<file path="config.mk">
export PLATFORM = sky130hd
export DESIGN_NAME = uart_tx_fifo_ctrl
export DESIGN_NICKNAME = d
export VERILOG_FILES = /design/src/rtl/uart_tx_pkg.sv /design/src/rtl/uart_tx_sync_fifo.sv /design/src/rtl/uart_tx_fifo_ctrl.sv
export SDC_FILE = /design/constraint.sdc
export NUM_CORES = 1
export LEC_CHECK = 0
export ABC_AREA = 0
export BUFFER_PORTS_ARGS = -buffer_cell sky130_fd_sc_hd__buf_2
export CAP_MARGIN = 20
export CORE_AREA = 2 2 117 97
export DETAILED_ROUTE_END_ITERATION = 10
export DIE_AREA = 0 0 119 99
export MAX_ROUTING_LAYER = met4
export PLACE_DENSITY_LB_ADDON = 0.1
export SLEW_MARGIN = 10
export SYNTH_ARGS = -nofsm -noshare
export SYNTH_HDL_FRONTEND = slang
export SYNTH_SLANG_ARGS = --single-unit
</file>
<file path="constraint.sdc">
create_clock -name clock -period 6.4 [get_ports clock]
set_input_delay 0 -clock clock [delete_from_list [all_inputs] [get_ports clock]]
set_output_delay 0 -clock clock [all_outputs]
set_load 0.01 [all_outputs]
</file>
<file path="src/rtl/uart_tx_pkg.sv">
// Shared types and helpers for the UART transmitter.
// Define UART_TX_PARITY_EN to add an even-parity bit to every frame.
package uart_tx_pkg;

  localparam int DATA_BITS = 8;

`ifdef UART_TX_PARITY_EN
  typedef enum logic [2:0] {
    IDLE, START, DATA, PARITY, STOP
  } tx_state_t;
`else
  typedef enum logic [1:0] {
    IDLE, START, DATA, STOP
  } tx_state_t;
`endif

  function automatic logic [31:0] clamp_div(
    input logic [31:0] clk_div,
    input logic [31:0] min_div
  );
    return (clk_div < min_div) ? min_div : clk_div;
  endfunction

endpackage

</file>
<file path="src/rtl/uart_tx_sync_fifo.sv">
// Synchronous FIFO with extra-MSB pointers.
// Read data is the current head, valid whenever empty is low.
module uart_tx_sync_fifo
  import uart_tx_pkg::*;
#(
  parameter int DEPTH = 8,
  parameter int WIDTH = 8,
  localparam int AW = $clog2(DEPTH)
) (
  input  logic             clock,
  input  logic             resetb,
  input  logic             push,
  input  logic [WIDTH-1:0] push_data,
  input  logic             pop,
  output logic [WIDTH-1:0] pop_data,
  output logic             full,
  output logic             empty,
  output logic [AW:0]      level
);

  localparam logic [AW:0] FULL_LVL = DEPTH[AW:0];
  localparam logic [AW:0] PTR_ONE  = 1;

  logic [WIDTH-1:0] mem [DEPTH];
  logic [AW:0]      wr_ptr;
  logic [AW:0]      rd_ptr;
  logic             do_push;
  logic             do_pop;

  assign level    = wr_ptr - rd_ptr;
  assign full     = (level == FULL_LVL);
  assign empty    = (level == '0);
  assign do_push  = push && !full;
  assign do_pop   = pop && !empty;
  assign pop_data = mem[rd_ptr[AW-1:0]];

  always_ff @(posedge clock) begin
    if (!resetb) begin
      wr_ptr <= '0;
      rd_ptr <= '0;
    end else begin
      if (do_push) wr_ptr <= wr_ptr + PTR_ONE;
      if (do_pop)  rd_ptr <= rd_ptr + PTR_ONE;
    end
  end

  always_ff @(posedge clock) begin
    if (do_push) mem[wr_ptr[AW-1:0]] <= push_data;
  end

endmodule

</file>
<file path="src/rtl/uart_tx_fifo_ctrl.sv">
// UART transmitter: byte FIFO feeding an LSB-first 8N1 serialiser.
// Define UART_TX_PARITY_EN for an even-parity bit (11 bit-time frames).
module uart_tx_fifo_ctrl
  import uart_tx_pkg::*;
#(
  parameter int FIFO_DEPTH = 8,
  parameter int DIV_W      = 16,
  parameter int MIN_DIV    = 4,
  localparam int LW = $clog2(FIFO_DEPTH) + 1
) (
  input  logic             clock,
  input  logic             resetb,
  input  logic             enable,
  input  logic [DIV_W-1:0] clk_div,
  input  logic             in_valid,
  input  logic [7:0]       in_data,
  output logic             in_ready,
  output logic             tx,
  output logic             busy,
  output logic [LW-1:0]    fifo_level
);

  localparam logic [DIV_W-1:0] CNT_ONE = 1;

  tx_state_t        state;
  logic [DIV_W-1:0] div_q;
  logic [DIV_W-1:0] cnt;
  logic [DIV_W-1:0] div_new;
  logic [2:0]       bit_idx;
  logic [7:0]       shreg;
  logic             avail_q;
  logic             fifo_full;
  logic             fifo_empty;
  logic [7:0]       fifo_data;
  logic             bit_end;
  logic             can_start;
  logic             pop;
`ifdef UART_TX_PARITY_EN
  logic             par_q;
`endif

  uart_tx_sync_fifo #(
    .DEPTH(FIFO_DEPTH),
    .WIDTH(8)
  ) u_fifo (
    .clock    (clock),
    .resetb   (resetb),
    .push     (in_valid),
    .push_data(in_data),
    .pop      (pop),
    .pop_data (fifo_data),
    .full     (fifo_full),
    .empty    (fifo_empty),
    .level    (fifo_level)
  );

  assign in_ready  = !fifo_full;
  assign busy      = (state != IDLE) || !fifo_empty;
  assign div_new   = DIV_W'(clamp_div(32'(clk_div), 32'(MIN_DIV)));
  assign bit_end   = (cnt == '0);
  // avail_q delays the FIFO-ready view by one cycle before a frame may start
  assign can_start = enable && avail_q && !fifo_empty;

  always_comb begin
    pop = 1'b0;
    if (state == IDLE && can_start) pop = 1'b1;
    if (state == STOP && bit_end && can_start) pop = 1'b1;
  end

  always_ff @(posedge clock) begin
    if (!resetb) begin
      state   <= IDLE;
      tx      <= 1'b1;
      cnt     <= '0;
      div_q   <= '0;
      bit_idx <= '0;
      shreg   <= '0;
      avail_q <= 1'b0;
`ifdef UART_TX_PARITY_EN
      par_q   <= 1'b0;
`endif
    end else begin
      avail_q <= !fifo_empty;
      if (pop) begin
        state   <= START;
        tx      <= 1'b0;
        shreg   <= fifo_data;
        div_q   <= div_new;
        cnt     <= div_new - CNT_ONE;
        bit_idx <= '0;
`ifdef UART_TX_PARITY_EN
        par_q   <= ^fifo_data;
`endif
      end else if (state != IDLE) begin
        if (!bit_end) begin
          cnt <= cnt - CNT_ONE;
        end else begin
          cnt <= div_q - CNT_ONE;
          unique case (state)
            START: begin
              state <= DATA;
              tx    <= shreg[0];
              shreg <= shreg >> 1;
            end
            DATA: begin
              if (bit_idx == 3'(DATA_BITS - 1)) begin
`ifdef UART_TX_PARITY_EN
                state <= PARITY;
                tx    <= par_q;
`else
                state <= STOP;
                tx    <= 1'b1;
`endif
              end else begin
                bit_idx <= bit_idx + 3'd1;
                tx      <= shreg[0];
                shreg   <= shreg >> 1;
              end
            end
`ifdef UART_TX_PARITY_EN
            PARITY: begin
              state <= STOP;
              tx    <= 1'b1;
            end
`endif
            STOP:    state <= IDLE;
            default: state <= IDLE;
          endcase
        end
      end
    end
  end

endmodule

</file>
Word-level counts from Yosys, hierarchy flattened
Memory sizes are Yosys's and may differ from the RTL's. A register that Yosys moved wholly into a read port is not among the register bits.
Index checks and enable logic that the tools add are counted.
- bits in registers: 55
- latch bits: 0
- bits in writable memories: 64
- bits in read-only memories: 0
- output and inout bits: 7
- word-level logic and storage cells: 77
- memories kept: 1
- memories (name ; depth ; width ; rd ports ; clocked after memory_dff ; wr ports ; RTL line ; source):
    u_fifo.mem ; 8 ; 8 ; 1 ; 1 ; 1 ; uart_tx_sync_fifo.sv:24 ; logic [WIDTH-1:0] mem [DEPTH];
- $add $sub $neg: 7
- $mul: 0
- div/mod/pow operators: 0
- magnitude comparators: 1
- eq/ne operators: 8
- shift operators: 0
- multiplexer cells: 25
- bitwise operators: 2
- reduce and logical (&&, ||, !) cells: 23
- operators with widths (operator ; number):
    $mux W16 ; 4
    $sub A16 B1 Y16 const B ; 3
    $mux W8 ; 4
    $logic_not A16 Y1 ; 1
    $lt A16 B3 Y1 const B ; 1
    $pmux W8 S2 ; 1
    $mux W1 ; 11
    $reduce_and A3 Y1 ; 3
    $add A4 B1 Y4 const B ; 2
    $reduce_and A4 Y1 ; 2
    $logic_and A1 B1 Y1 ; 7
    $mux W3 ; 2
    $ne A3 B2 Y1 const B ; 2
    $reduce_bool A2 Y1 ; 3
    $eq A2 B2 Y1 const B ; 2
    $eq A4 B4 Y1 const B ; 1
    $logic_not A4 Y1 ; 1
    $pmux W2 S2 ; 1
    $sub A4 B4 Y4 ; 1
    $add A3 B1 Y3 const B ; 1
    $eq A3 B3 Y1 const B ; 1
    $reduce_bool A3 Y1 ; 1
    $eq A2 B1 Y1 const B ; 1
    $logic_not A1 Y1 ; 2
    7 further kinds ; 8

Longest topological paths before layout
- depth in word-level cells: 10
- gate-level depth with buffers: 18

By module
From an unflattened synthesis, not the netlist that was laid out.
- cells, all modules: 528
- area total of the unflattened synthesis: 5875.6 µm²
- modules (own cells, without submodules) (module ; instances ; cells an instance ; area an instance (µm²) ; sequential area each (µm²)):
    uart_tx_sync_fifo ; 1 ; 176 ; 3168.0 ; 2142.1
    uart_tx_fifo_ctrl ; 1 ; 352 ; 2707.6 ; 940.9

Least setup slack after synthesis
Ideal clock, no wire load.
- path type: reg2reg
- start: register u_fifo.wr_ptr[0]
- end: register cnt[10]
- arrival: 3963 ps
- required time: 6330 ps
- setup slack: 2367 ps
- cell stages (with the launch flop): 18
- clock period less this slack: 4033 ps
- path through: dfxtp_1 > inv_1 > ha_1 > inv_1 > fa_1 > or3_4 > o311ai_2 > nor2_2 > buf_2 > buf_2 > nand3_1 > o21a_1 > ha_1 > o211ai_1 > a21oi_1 > a2bb2o_1 > xor2_1 > a21oi_1
- word-level cells in the longest chain between the ends: 8
- elaborated cells on any way between the ends: 10
- classes of those cells: add/sub: 1; mux: 3; reduce/logical: 6
- RTL lines (item ; RTL line ; source):
    start: declaration ; uart_tx_sync_fifo.sv:25 ; logic [AW:0] wr_ptr;
    start signal: assignment ; uart_tx_sync_fifo.sv:42 ; if (do_push) wr_ptr <= wr_ptr + PTR_ONE;
    $sub A4 B4 Y4 (*) ; uart_tx_sync_fifo.sv:30 ; assign level = wr_ptr - rd_ptr;
    net fifo_level[1] ; uart_tx_fifo_ctrl.sv:20 ; output logic [LW-1:0] fifo_level
    $logic_not A4 Y1 (*) ; uart_tx_sync_fifo.sv:32 ; assign empty = (level == '0);
    $logic_not A1 Y1 (*) ; uart_tx_fifo_ctrl.sv:62 ; assign can_start = enable && avail_q && !fifo_empty;
    $logic_and A1 B1 Y1 (*) ; uart_tx_fifo_ctrl.sv:62 ;
    $logic_and A1 B1 Y1 ; uart_tx_fifo_ctrl.sv:66 ; if (state == IDLE && can_start) pop = 1'b1;
    $mux W1 ; uart_tx_fifo_ctrl.sv:66 ;
    $mux W1 (*) ; uart_tx_fifo_ctrl.sv:67 ; if (state == STOP && bit_end && can_start) pop = 1'b1;
    $mux W16 / $reduce_bool A2 Y1 (equally long branches) ; -- ;
    end signal: assignment ; uart_tx_fifo_ctrl.sv:89 ; cnt <= div_new - CNT_ONE;
    end signal: assignment ; uart_tx_fifo_ctrl.sv:96 ; cnt <= cnt - CNT_ONE;
    end signal: assignment ; uart_tx_fifo_ctrl.sv:98 ; cnt <= div_q - CNT_ONE;
    end: declaration ; uart_tx_fifo_ctrl.sv:27 ; logic [DIV_W-1:0] cnt;
The timed path passes the listed nets; every way through them passes the cells marked *.
A chain may end at the register's enable or synchronous reset.

Worst setup path in the final report
- start: register u_fifo.wr_ptr[0]
- end: register cnt[10]
- word-level cells in the longest chain between the ends: 8
- elaborated cells on any way between the ends: 10
- classes of those cells: add/sub: 1; mux: 3; reduce/logical: 6
- RTL lines (item ; RTL line):
    $sub A4 B4 Y4 (*) ; uart_tx_sync_fifo.sv:30
    $logic_not A4 Y1 (*) ; uart_tx_sync_fifo.sv:32
    $logic_not A1 Y1 (*) ; uart_tx_fifo_ctrl.sv:62
    $logic_and A1 B1 Y1 (*) ; uart_tx_fifo_ctrl.sv:62
    $logic_and A1 B1 Y1 ; uart_tx_fifo_ctrl.sv:66
    $mux W1 ; uart_tx_fifo_ctrl.sv:66
    $mux W1 (*) ; uart_tx_fifo_ctrl.sv:67
    $mux W16 / $reduce_bool A2 Y1 (equally long branches) ; --
Every way passes the cells marked *; elsewhere a longest branch is shown, timed or not.

==> results_dict.tcl <==
set metrics [dict create \
    hold_viol 0 \
    syn_inst 512 \
    core_um2 10600 \
    design_area_um2 6890 \
    synthTopCellsByCount "edfxtp_1, dfxtp_1, a21oi_1, nor2_1, nand2_1" \
    cts_root_buffer "clkbuf_16" \
    grt_max_degree 31 \
    final_cell_count_no_fill 732 \
    drc_errors 0 \
    synth.largest_area_cell "edfxtp_1" \
    synth_top_area_share_pct 33.7 \
    crit_fanout 26 \
    setup_ws_ns 1.79 \
    via_per_inst 5.96 \
    slowest_delay_ns 0.50 \
    p_sw_mw 0.955 \
    path_buf_inv 4 \
    drt_iter0_drc 401 \
    dp.cells 674 \
    p_leak_nw 2.39 \
    pin_count 35 \
    power_density_nw_per_um2 402 \
    cp_slowest_cell "dfxtp_1" \
    htree_levels 4 \
    min_to "div_q[0]" \
    hold_depth 4 \
    wl_per_cell_um 18.4 \
    netlist_area_um2 5700 \
    rows 34 \
    cts_setup_buffers 0 \
    vias 4366 \
    insertion_delay_ns 0.41 \
    dp_slack_ns 1.93 \
    syn2layout_area_growth_pct 20.8 \
    layout-drive-gt1-share_pct 18.4 \
    cts_buffers 17 \
    ys_warn_count 0 \
    status "finished clean" \
    crit_path_start "u_fifo.wr_ptr[0]" \
    slew_headroom_pct 29.7 \
    wl_um 13500 \
    start_kind "flop" \
    drt-pass1-iter-count 6 \
    critical_path_required_ns 6.65 \
    pwr-share-comb_pct 31.5 \
    arrival_ns 4.85 \
    grt_pass1_vias 4277 \
    path_cells "inv_1 -> ha_1 -> inv_1 -> fa_1 -> or3_4 -> o311ai_2 -> buf_4 -> nor2_2 -> buf_4 -> and3_1 -> nor2_1 -> ha_1 -> o211ai_1 -> a21oi_1 -> a2bb2o_1 -> xor2_1 -> a21oi_1" \
    hold_class "in -> reg" \
    final.period_utilization_pct 72.0 \
    post-dp-hpwl_um 8890 \
    synth_area_leaders "edfxtp_1, dfxtp_1, mux4_2, a21oi_1, nor2_1" \
    vdd_drop_max_v 0.000217 \
    die_width_um 119 \
    grt_pass1_wl_um 22200 \
    io_buffer_count 34 \
    critPathCaptureType "flop" \
    die_area_um2 11800 \
    setup_viol 0 \
    placed_area_um2 6030 \
    hp-start "clk_div[0]" \
    power_mw 2.77 \
    synth_area_per_cell_um2 11.1 \
    grt_usage_pct 25.4 \
    syn-num-nets 554 \
    post-route-util_pct 65.0 \
    drv_cap 0 \
    rr_startpoint "u_fifo.wr_ptr[0]" \
    r2r_cells 17 \
    cts_resized 0 \
    hold_ws_ns 0.0541 \
    fmax_ghz 0.217 \
    synth.most_common_cell "edfxtp_1" \
    p_seq_share_pct 34.2 \
    ys_ff_latch 122 \
    async_reset_ff_share_pct 0 \
    place_congestion 0.909 \
    clock_sinks 122 \
    grt-ovfl-total 0 \
    ys_types 59 \
    synthFlopType "edfxtp_1" \
    min_period_ns 4.61 \
    sw_frac_of_total_pct 34.5 \
    maxSlewViolCount 0 \
    tns_ns 0 \
    pwr-share-clk_pct 34.3 \
    reg2reg_slack_ns 1.79 \
    ant_nets 0 \
    antenna_found_initial 0 \
    cts_buffer_depth 2 \
    clk_pin_slew_ns 0.05 \
    cts_tree "yes" \
    fin_skew_ns 0.0147 \
    synth.yosys.seq_area_share_pct 54.0 \
    rsz0062_at_grt "no" \
    internal_power_mw 1.82 \
    r2r_end "cnt[10]" \
    synth-edff-count 64 \
    final_nets 618 \
    worst_pin_slew_ns 1.05 \
    initial_core_util_pct 53.9 \
    worst-setup-path-type "reg -> reg" \
    diodes 0 \
    die-height_um 99 \
    path_delay_family "compound AO/OA/AOI/OAI gates" \
]
[cell families (layout without fill, tap and decap cells)]
logic type / Yosys count / after routing / share of synthesized area [%]
muxes: 30 / 30 / 8.82
xor gates and xnor gates: 17 / 17 / 2.61
DFF: 122 / 122 / 54.0
and+or+nand+nor: 167 / 167 / 14.3
buffers and inverters: 36 / 112 / 2.76
adders and majority gates: 14 / 14 / 3.20
AOI/OAI and AO/OA: 126 / 126 / 14.2
[timing repair]
item | 4_1_cts | 5_1_grt
endpoints found under the hold margin | 91 | 0
hold buffers | 25 | 0
setup endpoints to repair | 0 | 0
[worst max path at each step]
stage	to	slack [ns]	cells after the start
after floorplan	cnt[10]	2.37	17
after global placement	cnt[10]	2.11	17
after detailed placement	cnt[10]	1.93	17
after CTS	cnt[10]	1.88	17
after global routing	cnt[10]	1.52	18
final	cnt[10]	1.79	17
[area by class of cell]
cell class / count / area [um^2]
clock inverter: 12 / 150
inverter: 11 / 41.3
clock buffer: 19 / 433
fill: 793 / 3700
timing repair buffer: 70 / 510
multi-input combinational: 354 / 2490
sequential: 122 / 3080
tap: 144 / 180
[registers in the layout, summed over array words and instances, names as in the netlist, named ones only]
name / flops
u_fifo.mem: 64
cnt: 16
div_q: 16
shreg: 8
u_fifo.rd_ptr: 4
u_fifo.wr_ptr: 4
bit_idx: 3
state: 2
avail_q: 1
tx: 1
[worst reg2reg max path, cell delays in order (launching register included)]
cell and delay, ns:
dfxtp_1 0.50, inv_1 0.16, ha_1 0.22, inv_1 0.07
fa_1 0.45, or3_4 0.41, o311ai_2 0.29, buf_4 0.23
nor2_2 0.18, buf_4 0.31, and3_1 0.25, nor2_1 0.12
ha_1 0.30, o211ai_1 0.13, a21oi_1 0.23, a2bb2o_1 0.33
xor2_1 0.18, a21oi_1 0.09
[metal layers]
metal  GRT usage [%]  part of all wire (%)
met5               -                     0
met4            7.23                  0.94
met3            6.94                   7.2
met2            36.4                    45
met1            35.7                    47
[power by group through the flow]
stage          logic, mW  clock network, mW  registers (mW)
2_1_floorplan      0.638                  0           0.941
6_report           0.873              0.950           0.947
3_3_place_gp       0.817                  0           0.966
5_1_grt            0.959               1.00           0.955
4_1_cts            0.842              0.962           0.952
3_5_place_dp       0.825                  0           0.967
[placed cells by master (no fill, tap or decap), drive strengths merged, types with 3 or more instances in the layout]
cell | netlist | final
a211o | 7 | 7
a211oi | 6 | 6
a21oi | 55 | 55
a31oi | 8 | 8
and3 | 5 | 5
buf | 12 | 45
bufinv | 0 | 3
clkbuf | 13 | 19
clkinv | 0 | 6
dfxtp | 58 | 58
dlygate4sd3 | 0 | 25
edfxtp | 64 | 64
ha | 13 | 13
inv | 11 | 12
mux2i | 12 | 12
mux4 | 16 | 16
nand2 | 45 | 45
nand3 | 16 | 16
nor2 | 49 | 49
nor3 | 16 | 16
nor3b | 4 | 4
nor4 | 11 | 11
nor4b | 3 | 3
o211ai | 4 | 4
o21ai | 24 | 24
o221ai | 3 | 3
o31ai | 3 | 3
or3 | 3 | 3
or4 | 5 | 5
xnor2 | 10 | 10
xor2 | 7 | 7
No activity file was read; power rests on OpenSTA's default activity.
